### config.mk
export PLATFORM = sky130hd
export DESIGN_NAME = out_capture_unit_flat
export DESIGN_NICKNAME = d
export VERILOG_FILES = /design/src/rtl/out_capture_unit_pkg.sv /design/src/rtl/out_capture_unit_if.sv /design/src/rtl/out_capture_unit_fifo.sv /design/src/rtl/out_capture_unit.sv /design/src/flat_wrapper.sv
export SDC_FILE = /design/constraint.sdc
export NUM_CORES = 1
export LEC_CHECK = 0
export BUFFER_PORTS_ARGS = -buffer_cell sky130_fd_sc_hd__buf_4
export CAP_MARGIN = 5
export CORE_ASPECT_RATIO = 0.5
export CORE_UTILIZATION = 36
export DETAILED_ROUTE_END_ITERATION = 8
export PLACE_DENSITY = 0.5
export SLEW_MARGIN = 20
export SYNTH_ARGS = -nofsm -noshare
export SYNTH_HDL_FRONTEND = slang
export SYNTH_HIERARCHICAL = 1
export SYNTH_SLANG_ARGS = --single-unit
### constraint.sdc
create_clock -name clock -period 7.43 [get_ports clock]
set_input_delay 0.743 -clock clock [delete_from_list [all_inputs] [get_ports clock]]
set_output_delay 0.743 -clock clock [all_outputs]
set_load 0.02 [all_outputs]
### src/rtl/out_capture_unit_pkg.sv
`default_nettype none
// +----------------------------------------------------------------------------+
// | Package  : out_capture_pkg                                                 |
// | Purpose  : Shared state type and default sizing for the CPU output         |
// |            capture unit.                                                   |
// | Revision : 1.0 - initial release                                           |
// +----------------------------------------------------------------------------+
package out_capture_pkg;

  typedef enum logic [1:0] {
    WAIT   = 2'd0,
    RUN    = 2'd1,
    FINISH = 2'd2
  } captureState_t;

  localparam int unsigned c_defaultWidth        = 36;
  localparam int unsigned c_defaultDepth        = 16;
  localparam int unsigned c_defaultCountWidth   = 16;
  localparam int unsigned c_defaultStartDelay   = 10;
  localparam int unsigned c_defaultCaptureLimit = 668;

endpackage : out_capture_pkg
`default_nettype wire

### src/rtl/out_capture_unit_if.sv
`default_nettype none
// +----------------------------------------------------------------------------+
// | Interface: out_capture_unit_if                                             |
// | Purpose  : CPU output strobe plus the valid/ready drain stream of the      |
// |            capture unit. With OUTCAPTURE_TIMESTAMP_EN defined the drain    |
// |            stream also carries the head entry's capture cycle.            |
// | Revision : 1.0 - initial release                                           |
// +----------------------------------------------------------------------------+
interface out_capture_unit_if
  import out_capture_pkg::*;
#(
  parameter int unsigned WIDTH = c_defaultWidth
`ifdef OUTCAPTURE_TIMESTAMP_EN
  , parameter int unsigned COUNTWIDTH = c_defaultCountWidth
`endif
);

  logic             outFlag;
  logic [WIDTH-1:0] out;
  logic             dataValid;
  logic             dataReady;
  logic [WIDTH-1:0] dataOut;
`ifdef OUTCAPTURE_TIMESTAMP_EN
  logic [COUNTWIDTH-1:0] dataTimestamp;
`endif

  // master is the capture unit; slave is the CPU/consumer side
`ifdef OUTCAPTURE_TIMESTAMP_EN
  modport master (input outFlag, out, dataReady, output dataValid, dataOut, dataTimestamp);
  modport slave  (output outFlag, out, dataReady, input dataValid, dataOut, dataTimestamp);
`else
  modport master (input outFlag, out, dataReady, output dataValid, dataOut);
  modport slave  (output outFlag, out, dataReady, input dataValid, dataOut);
`endif

endinterface : out_capture_unit_if
`default_nettype wire

### src/rtl/out_capture_unit_fifo.sv
`default_nettype none
// +----------------------------------------------------------------------------+
// | Module   : capture_fifo                                                    |
// | Purpose  : Circular buffer with occupancy counter. A push into a full      |
// |            buffer is accepted only when a pop frees the slot in the same   |
// |            cycle. Head is read combinationally; no same-cycle fall-through.|
// | Revision : 1.0 - initial release                                           |
// +----------------------------------------------------------------------------+
module capture_fifo
  import out_capture_pkg::*;
#(
  parameter int unsigned WIDTH = c_defaultWidth,
  parameter int unsigned DEPTH = c_defaultDepth
) (
  input  wire logic                     clock,
  input  wire logic                     reset,
  input  wire logic                     push,
  input  wire logic [WIDTH-1:0]         pushData,
  input  wire logic                     pop,
  output logic                          full,
  output logic                          empty,
  output logic [WIDTH-1:0]              headData,
  output logic [$clog2(DEPTH):0]        occupancy
);

  localparam int unsigned c_ptrWidth = $clog2(DEPTH);
  localparam logic [c_ptrWidth:0] c_fullLevel = (c_ptrWidth+1)'(DEPTH);

  logic [WIDTH-1:0]      r_mem [DEPTH];
  logic [c_ptrWidth-1:0] r_wrPtr;
  logic [c_ptrWidth-1:0] r_rdPtr;
  logic [c_ptrWidth:0]   r_occupancy;
  logic                  w_push;
  logic                  w_pop;

  assign full      = (r_occupancy == c_fullLevel);
  assign empty     = (r_occupancy == '0);
  assign w_pop     = pop && !empty;
  assign w_push    = push && (!full || w_pop);
  assign headData  = r_mem[r_rdPtr];
  assign occupancy = r_occupancy;

  // Storage array; contents are don't-care after reset, only pointers clear
  always_ff @(posedge clock) begin
    if (w_push) begin
      r_mem[r_wrPtr] <= pushData;
    end
  end

  // Pointers wrap naturally at DEPTH (power of two); occupancy tracks fill level
  always_ff @(posedge clock or negedge reset) begin
    if (!reset) begin
      r_wrPtr     <= '0;
      r_rdPtr     <= '0;
      r_occupancy <= '0;
    end else begin
      if (w_push) begin
        r_wrPtr <= r_wrPtr + 1'b1;
      end
      if (w_pop) begin
        r_rdPtr <= r_rdPtr + 1'b1;
      end
      case ({w_push, w_pop})
        2'b10:   r_occupancy <= r_occupancy + 1'b1;
        2'b01:   r_occupancy <= r_occupancy - 1'b1;
        default: r_occupancy <= r_occupancy;
      endcase
    end
  end

endmodule : capture_fifo
`default_nettype wire

### src/rtl/out_capture_unit.sv
`default_nettype none
// +----------------------------------------------------------------------------+
// | Module   : out_capture_unit                                                |
// | Purpose  : Raises CPU startIO after a programmable delay, captures CPU     |
// |            output words into a circular buffer and drains them through a   |
// |            valid/ready stream until a programmable word count is reached.  |
// | Options  : OUTCAPTURE_TIMESTAMP_EN - store a free-running cycle stamp with |
// |            each word and present it as dataTimestamp.                      |
// | Revision : 1.0 - initial release                                           |
// +----------------------------------------------------------------------------+
module out_capture_unit
  import out_capture_pkg::*;
#(
  parameter int unsigned WIDTH         = c_defaultWidth,
  parameter int unsigned DEPTH         = c_defaultDepth,
  parameter int unsigned COUNTWIDTH    = c_defaultCountWidth,
  parameter int unsigned START_DELAY   = c_defaultStartDelay,
  parameter int unsigned CAPTURE_LIMIT = c_defaultCaptureLimit
) (
  input  wire logic                  clock,
  input  wire logic                  reset,
  out_capture_unit_if.master         bus,
  output logic                       startIO,
  output logic [COUNTWIDTH-1:0]      capturedCount,
  output logic [COUNTWIDTH-1:0]      droppedCount,
  output logic                       overflow,
  output logic                       done
);

  localparam logic [COUNTWIDTH-1:0] c_delayLast = COUNTWIDTH'(START_DELAY - 1);
  localparam logic [COUNTWIDTH-1:0] c_limitLast = COUNTWIDTH'(CAPTURE_LIMIT - 1);
`ifdef OUTCAPTURE_TIMESTAMP_EN
  localparam int unsigned c_entryWidth = WIDTH + COUNTWIDTH;
`else
  localparam int unsigned c_entryWidth = WIDTH;
`endif

  captureState_t           r_state;
  logic [COUNTWIDTH-1:0]   r_delayCount;
  logic [COUNTWIDTH-1:0]   r_capturedCount;
  logic [COUNTWIDTH-1:0]   r_droppedCount;
  logic                    r_startIO;
  logic                    r_overflow;
  logic                    r_done;

  logic                    w_full;
  logic                    w_empty;
  logic                    w_pop;
  logic                    w_capture;
  logic                    w_push;
  logic                    w_drop;
  logic [c_entryWidth-1:0] w_pushData;
  logic [c_entryWidth-1:0] w_headData;
  logic [$clog2(DEPTH):0]  w_occupancy;

  // A full buffer still accepts a word when the consumer frees the head slot
  assign w_pop     = !w_empty && bus.dataReady;
  assign w_capture = (r_state == RUN) && bus.outFlag;
  assign w_push    = w_capture && (!w_full || w_pop);
  assign w_drop    = w_capture && w_full && !w_pop;

`ifdef OUTCAPTURE_TIMESTAMP_EN
  logic [COUNTWIDTH-1:0] r_cycleCount;

  // Free-running capture timestamp, cleared only by reset
  always_ff @(posedge clock or negedge reset) begin
    if (!reset) begin
      r_cycleCount <= '0;
    end else begin
      r_cycleCount <= r_cycleCount + 1'b1;
    end
  end

  assign w_pushData        = {r_cycleCount, bus.out};
  assign bus.dataTimestamp = w_headData[WIDTH +: COUNTWIDTH];
`else
  assign w_pushData = bus.out;
`endif

  capture_fifo #(
    .WIDTH (c_entryWidth),
    .DEPTH (DEPTH)
  ) u_fifo (
    .clock     (clock),
    .reset     (reset),
    .push      (w_push),
    .pushData  (w_pushData),
    .pop       (w_pop),
    .full      (w_full),
    .empty     (w_empty),
    .headData  (w_headData),
    .occupancy (w_occupancy)
  );

  // Phase control: start delay, capture counting and terminal done flag
  always_ff @(posedge clock or negedge reset) begin
    if (!reset) begin
      r_state         <= WAIT;
      r_delayCount    <= '0;
      r_capturedCount <= '0;
      r_startIO       <= 1'b0;
      r_done          <= 1'b0;
    end else begin
      case (r_state)
        WAIT: begin
          r_delayCount <= r_delayCount + 1'b1;
          if (r_delayCount == c_delayLast) begin
            r_state   <= RUN;
            r_startIO <= 1'b1;
          end
        end
        RUN: begin
          if (w_push) begin
            r_capturedCount <= r_capturedCount + 1'b1;
            if (r_capturedCount == c_limitLast) begin
              r_state <= FINISH;
            end
          end
        end
        FINISH: begin
          if (w_occupancy == '0) begin
            r_done <= 1'b1;
          end
        end
        default: begin
          r_state <= WAIT;
        end
      endcase
    end
  end

  // Saturating drop counter and sticky overflow flag
  always_ff @(posedge clock or negedge reset) begin
    if (!reset) begin
      r_droppedCount <= '0;
      r_overflow     <= 1'b0;
    end else if (w_drop) begin
      r_overflow <= 1'b1;
      if (r_droppedCount != '1) begin
        r_droppedCount <= r_droppedCount + 1'b1;
      end
    end
  end

  assign bus.dataValid = !w_empty;
  assign bus.dataOut   = w_headData[WIDTH-1:0];
  assign startIO       = r_startIO;
  assign capturedCount = r_capturedCount;
  assign droppedCount  = r_droppedCount;
  assign overflow      = r_overflow;
  assign done          = r_done;

endmodule : out_capture_unit
`default_nettype wire

### src/flat_wrapper.sv
// flat-port wrapper written by rule: the top's interface ports become plain ports
module out_capture_unit_flat import out_capture_pkg::*;
#(
  parameter int unsigned WIDTH         = c_defaultWidth,
  parameter int unsigned DEPTH         = c_defaultDepth,
  parameter int unsigned COUNTWIDTH    = c_defaultCountWidth,
  parameter int unsigned START_DELAY   = c_defaultStartDelay,
  parameter int unsigned CAPTURE_LIMIT = c_defaultCaptureLimit
)
  (clock, reset, startIO, capturedCount, droppedCount, overflow, done, bus_outFlag, bus_out, bus_dataReady, bus_dataValid, bus_dataOut);
  out_capture_unit_if #(.WIDTH(WIDTH)) bus_i ();
  input  wire logic clock;
  input  wire logic reset;
  output logic startIO;
  output logic [COUNTWIDTH-1:0] capturedCount;
  output logic [COUNTWIDTH-1:0] droppedCount;
  output logic overflow;
  output logic done;
  input wire logic [$bits(bus_i.outFlag)-1:0] bus_outFlag;
  input wire logic [$bits(bus_i.out)-1:0] bus_out;
  input wire logic [$bits(bus_i.dataReady)-1:0] bus_dataReady;
  output wire logic [$bits(bus_i.dataValid)-1:0] bus_dataValid;
  output wire logic [$bits(bus_i.dataOut)-1:0] bus_dataOut;
  assign bus_i.outFlag = bus_outFlag;
  assign bus_i.out = bus_out;
  assign bus_i.dataReady = bus_dataReady;
  assign bus_dataValid = bus_i.dataValid;
  assign bus_dataOut = bus_i.dataOut;
  out_capture_unit #(.WIDTH(WIDTH), .DEPTH(DEPTH), .COUNTWIDTH(COUNTWIDTH), .START_DELAY(START_DELAY), .CAPTURE_LIMIT(CAPTURE_LIMIT)) u_core (.clock(clock), .reset(reset), .bus(bus_i), .startIO(startIO), .capturedCount(capturedCount), .droppedCount(droppedCount), .overflow(overflow), .done(done));
endmodule
# Word level (Yosys, flattened, before mapping)
# Memories as Yosys holds them, arrays and structs flattened.
# Cells that the tools add are included.
[totals]
register_bits = 66
latch_bits = 0
ram_bits = 576
rom_bits = 0
input_bits = 40
out_inout_bits = 72
wordCells = 57
n_memories = 1
[op_classes]
add_sub_neg = 7
multipliers = 0
n_div = 0
n_lt_le_gt_ge = 0
n_eq_ne = 11
shift = 0
mux = 7
n_bitwise = 1
reduce_logical = 20
[memory_table]
columns = ["name", "depth", "width", "rd", "rd_clocked_by_memory_dff", "write_ports", "line_no", "text"]
rows = [
  ["u_core.u_fifo.r_mem", 16, 36, 1, 0, 1, "out_capture_unit_fifo.sv:29", "logic [WIDTH-1:0] r_mem [DEPTH];"],
]
[ops]
columns = ["cell", "n"]
rows = [
  ["$add A16 B1 Y16 const B", 3],
  ["$eq A16 B10 Y1 const B", 1],
  ["$eq A16 B4 Y1 const B", 1],
  ["$ne A16 B16 Y1 const B", 1],
  ["$pmux W5 S2", 1],
  ["$add A4 B1 Y4 const B", 2],
  ["$reduce_and A2 Y1", 4],
  ["$logic_and A1 B1 Y1", 7],
  ["$mux W2", 3],
  ["$pmux W2 S3", 1],
  ["$add A5 B1 Y5 const B", 1],
  ["$eq A5 B5 Y1 const B", 1],
  ["$logic_not A5 Y1", 1],
  ["$sub A5 B1 Y5 const B", 1],
  ["$eq A2 B1 Y1 const B", 2],
  ["$eq A2 B2 Y1 const B", 2],
  ["$ne A2 B2 Y1 const B", 2],
  ["$reduce_and A4 Y1", 1],
  ["$logic_not A1 Y1", 3],
  ["$logic_not A2 Y1", 1],
  ["$logic_or A1 B1 Y1", 2],
  ["$mux W1", 2],
  ["$ne A2 B1 Y1 const B", 1],
  ["$reduce_bool A2 Y1", 1],
  ["$not A1 Y1", 1],
]

# Depth between registers and ports, before layout
[logic_depth]
word_depth = 8
ltp_mapped = 13
ltp_nobuf = 13

# Hierarchy
# Netlist, hierarchy kept.
[by_module_without_submodules]
columns = ["module", "instances", "cells_per_inst", "area_each_um2", "seq_area_each_um2"]
rows = [
  ["capture_fifo", 1, 982, 22412.7, 17621.9],
  ["out_capture_unit", 1, 219, 2483.6, 1326.3],
]

# Worst setup path after synthesis
# OpenSTA, ideal clock, no wires.
[synth_path]
kind = "register -> register"
start = "register u_core.u_fifo.r_occupancy[1] (netlist: u_core/u_fifo/occupancy[1])"
end = "memory u_core/u_fifo/r_mem[11][0] (netlist bit), enable pin"
setup_ps = 482
arrival_time_ps = 4685
required_time_ps = 6948
path_slack_ps = 2263
path_stages_with_launch = 9
n_path_buf = 1
period_less_slack_ps = 5167
cell_sequence = "dfrtp_1 -> nor4_4 -> nand2b_1 -> clkinv_1 -> nand2b_1 -> a21oi_1 -> clkbuf_1 -> nand3_1 -> nor3b_1"
[synth_via]
elab_chain_len = 8
word_cells_on_any_way = 12
classes_between = "1 x eq/ne; 2 x mux; 9 x reduce/logical"
[synth_lines]
columns = ["item", "line_no", "text"]
rows = [
  ["start: declaration", "out_capture_unit_fifo.sv:32", "logic [c_ptrWidth:0] r_occupancy;"],
  ["start signal: assignment", "out_capture_unit_fifo.sv:64", "2'b10: r_occupancy <= r_occupancy + 1'b1;"],
  ["start signal: assignment", "out_capture_unit_fifo.sv:65", "2'b01: r_occupancy <= r_occupancy - 1'b1;"],
  ["start signal: assignment", "out_capture_unit_fifo.sv:66", "default: r_occupancy <= r_occupancy;"],
  ["$logic_not A5 Y1", "out_capture_unit_fifo.sv:37", "assign empty = (r_occupancy == '0);"],
  ["net u_core.w_empty", "out_capture_unit.sv:47", "logic w_empty;"],
  ["$logic_not A1 Y1", "out_capture_unit.sv:57", "assign w_pop = !w_empty && bus.dataReady;"],
  ["$logic_and A1 B1 Y1", "out_capture_unit.sv:57", ""],
  ["$logic_or A1 B1 Y1", "out_capture_unit.sv:59", "assign w_push = w_capture && (!w_full || w_pop);"],
  ["$logic_and A1 B1 Y1", "out_capture_unit.sv:59", ""],
  ["net u_core.w_push", "out_capture_unit.sv:50", "logic w_push;"],
  ["$logic_and A1 B1 Y1", "out_capture_unit_fifo.sv:39", "assign w_push = push && (!full || w_pop);"],
  ["$mux W1", "out_capture_unit_fifo.sv:45", "if (w_push) begin"],
  ["$mux W1 (not written as such)", "out_capture_unit_fifo.sv:46", "r_mem[r_wrPtr] <= pushData;"],
  ["end: declaration", "out_capture_unit_fifo.sv:29", ""],
]
# The timed path passes the listed nets, and every way through them passes these cells.

# Worst setup path after layout
[layout_path]
start = "register u_core.u_fifo.r_rdPtr[1]"
end = "output bus_dataOut[15]"
[layout_via]
elab_chain_len = 1
[layout_lines]
columns = ["item", "line_no", "text"]
rows = [
  ["start: declaration", "out_capture_unit_fifo.sv:31", "logic [c_ptrWidth-1:0] r_rdPtr;"],
  ["start signal: assignment", "out_capture_unit_fifo.sv:61", "r_rdPtr <= r_rdPtr + 1'b1;"],
  ["$mem_v2 Z16 W36", "--", ""],
  ["end: declaration", "flat_wrapper.sv:23", "output wire logic [$bits(bus_i.dataOut)-1:0] bus_dataOut;"],
]
# Every way passes these cells.

==> flow_summary.yaml <==
global_routing:
  grt_overflow: 0
  grt_pass1_wl_um: 85570
  grt_start_max_net_pins: 101
  track_usage_pct: 16.48
  antenna_found_initial: 1
  grt_pass1_vias: 13030
yosys:
  synth_nets: 1254
  synth_top_area_cell: "edfxtp_1"
  syn_area_mm2: 0.02490
  syn_area_per_cell_um2: 20.73
  yosys_warnings: 6
  synthArstFlopShare_pct: 10.28
  seq_area_frac_synth_pct: 76.11
  ys_ff_latch: 642
  synth_edf_count: 576
  synth_area_leaders: "edfxtp_1 69%, mux4_2 13%, dfrtp_1 6.6%, a22oi_1 2.2%, xnor2_1 1.3%"
  synthCells: 1201
  ys.flop_type: "edfxtp_1"
  synth_top_area_share_pct: 69.47
  synth.distinct_cells: 56
drt:
  viasPerCell: 5.352
  drt_iter0_drc: 1013
  drtAntennaViolNets: 0
  dr.pass1.iters: 5
  wirelength_um: 57360
  vias: 12260
  routedWlPerCell_um: 25.05
  remaining_drc_errors: 0
timing:
  finalSetupTns_ps: 0
  rsz0062_at_grt: "false"
  setup_violations: 0
  skew_ps: 27.03
  worstMarginPinSlew_ps: 1012
  fin_ws_ps: 3230
  slew_viol_final: 0
  fin_crit_sh_pct: 56.53
  min_period_ps: 4200
  max_freq_mhz: 238.1
  maxSlewHeadroom_pct: 32.52
  hold_viol_final: 0
floorplanning:
  die_w_um: 373.9
  coreArea_mm2: 0.06765
  pin_count: 112
  initial_core_util_pct: 36.80
  dieHeight_um: 188.0
  dieArea_mm2: 0.07028
  placementRows: 67
cells_and_area:
  nets: 1399
  diodes: 0
  final_common_cell: "edfxtp_1"
  n_fill_cell: 5827
  drive_gt1_share_pct: 28.72
  mostFrequentLayoutCells: "576 x edfxtp_1, 144 x mux4_2, 134 x buf_4, 72 x a22oi_1, 64 x dfrtp_1"
  syn2layout_area_growth_pct: 15.83
place:
  dpl.hpwl_um: 28690
  io_buffer_count: 111
  dp_slack_ps: 3508
  gp_congestion: 0.7754
cts:
  clk_pin_slew_worst_paths_ps: 60
  h-tree-depth: 2
  postCtsSetupBuffers: 0
  hold_buffers: 0
  clock_path_buffers: 3
  cts_buffers: 58
  postCtsResizedCells: 0
  clkSinkCount: 642
  insertion_delay_ps: 630
  cts_tree: "done"
  cts-root-buf: "clkbuf_16"
power:
  combPwrFrac_pct: 29.9
  intPower_uw: 7336
  ir_drop_mv: 0.2427
  p_per_area_mw_per_mm2: 372.6
  switching_share_pct: 31.72
  switchingPower_uw: 3408
  power.share.clock_pct: 27.4
  power_leakage_uw: 0.009589
  seq_power_share_pct: 42.7
setup_path:
  worst_setup_path_end_kind: "primary output"
  required_ps: 6690
  path_class: "flip-flop to primary output"
  cp_max_fo: 64
  arrival_ps: 3460
  cp-start-kind: "flip-flop"
outcome:
  status: "completed"
hold_path:
  hold_path_class: "input port to async pin"
job:
  drv_cap: 0
routing by layer:
metal	vias up	global-route usage, %	part of all wire (%)
met2	260	26.23	47
met1	6662	23.83	46
met4	2	3.166	1.6
met3	81	3.027	4.8
li1	5251	-	-
met5	-	0	0.023
power by group through the flow:
stage / combinational [uW] / sequential [uW] / clock, uW
2_1_floorplan: 2170 / 4540 / 0
3_3_place_gp: 3180 / 4700 / 0
3_5_place_dp: 3210 / 4720 / 0
4_1_cts: 3220 / 4650 / 3040
5_1_grt: 3460 / 4630 / 3170
6_report: 3210 / 4590 / 2940
state kept, by name, indices dropped and copies added (netlist names):
| signal | cells |
|---|---|
| u_core/u_fifo/r_rdPtr | 4 |
| u_core/droppedCount | 16 |
| u_core/u_fifo/occupancy | 5 |
| u_core/u_fifo/r_wrPtr | 4 |
| u_core/startIO | 1 |
| u_core/capturedCount | 16 |
| u_core/overflow | 1 |
| u_core/done | 1 |
| u_core/u_fifo/r_mem | 576 |
| u_core/r_state | 2 |
| u_core/r_delayCount | 16 |
worst paths after layout:
| path | start | depth (start not counted) | endpoint | slack, ps |
|---|---|---|---|---|
| max | u_core/u_fifo/r_rdPtr[1] | 5 | bus_dataOut[15] | 3230 |
| min | reset | 1 | u_core/droppedCount[7] | 250 |
| max reg2reg | u_core/u_fifo/occupancy[1] | 9 | u_core/u_fifo/r_mem[15][3] | 3700 |
| min reg2reg | u_core/done | 1 | u_core/done | 470 |
| max in group asynchronous | reset | 1 | u_core/u_fifo/r_rdPtr[0] | 6550 |
| min in group clock | bus_out[10] | 1 | u_core/u_fifo/r_mem[9][10] | 410 |
cell families after synthesis:
logic type	after synthesis	share of synthesized area, %
flip-flops	642	76.11
AND/OR/NAND/NOR	185	4.011
multiplexers	151	13.33
AO/OA/AOI/OAI	97	2.950
buffers and inverters	63	1.156
XOR/XNOR	50	1.759
adder cells (fa/ha/maj)	13	0.6835
worst max-delay path, cell delays in order, from the launching register on:
cell and delay (ps):
dfrtp_4 1070, buf_4 770, mux4_2 410, a22oi_1 210, nand2_1 140, buf_4 180
synthesized netlist by cell type, drive strengths merged (3+ instances only):
cell,instances
xnor2,36
mux4,144
or4,3
dfrtp,66
nor3,9
xor2,14
nor3b,3
and3,7
ha,12
nand2b,10
buf,31
o21a,3
and4,6
nand2,59
mux2,5
nor4,8
nor2,27
nor2b,3
a22oi,72
nand3,26
edfxtp,576
nand3b,4
o211ai,4
a21oi,4
clkbuf,20
nand4,12
inv,11
area by class of cell:
class	instances	area, um2	area share, %
timing repair buffer	136	1054	3.653
multi-input combinational	496	5794	20.09
clock buffer	69	1534	5.320
tap	897	1122	3.892
inverter	12	45.04	0.1562
sequential	642	18960	65.74
clock inverter	38	331.6	1.150
through the flow:
stage	power [uW]	cells	hold slack [ps]	util (%)	instance area, um2
after detailed placement	7935	2182	456.5	39.83	26940
final	10740	2290	246.4	42.63	28840
after global placement	7879	2182	456.0	39.83	26940
after global routing	11250	2290	308.1	42.63	28840
after CTS	10910	2289	265.4	42.58	28810
after floorplan	6702	1201	437.8	-	24900
Power figures use the tool's default switching activity.
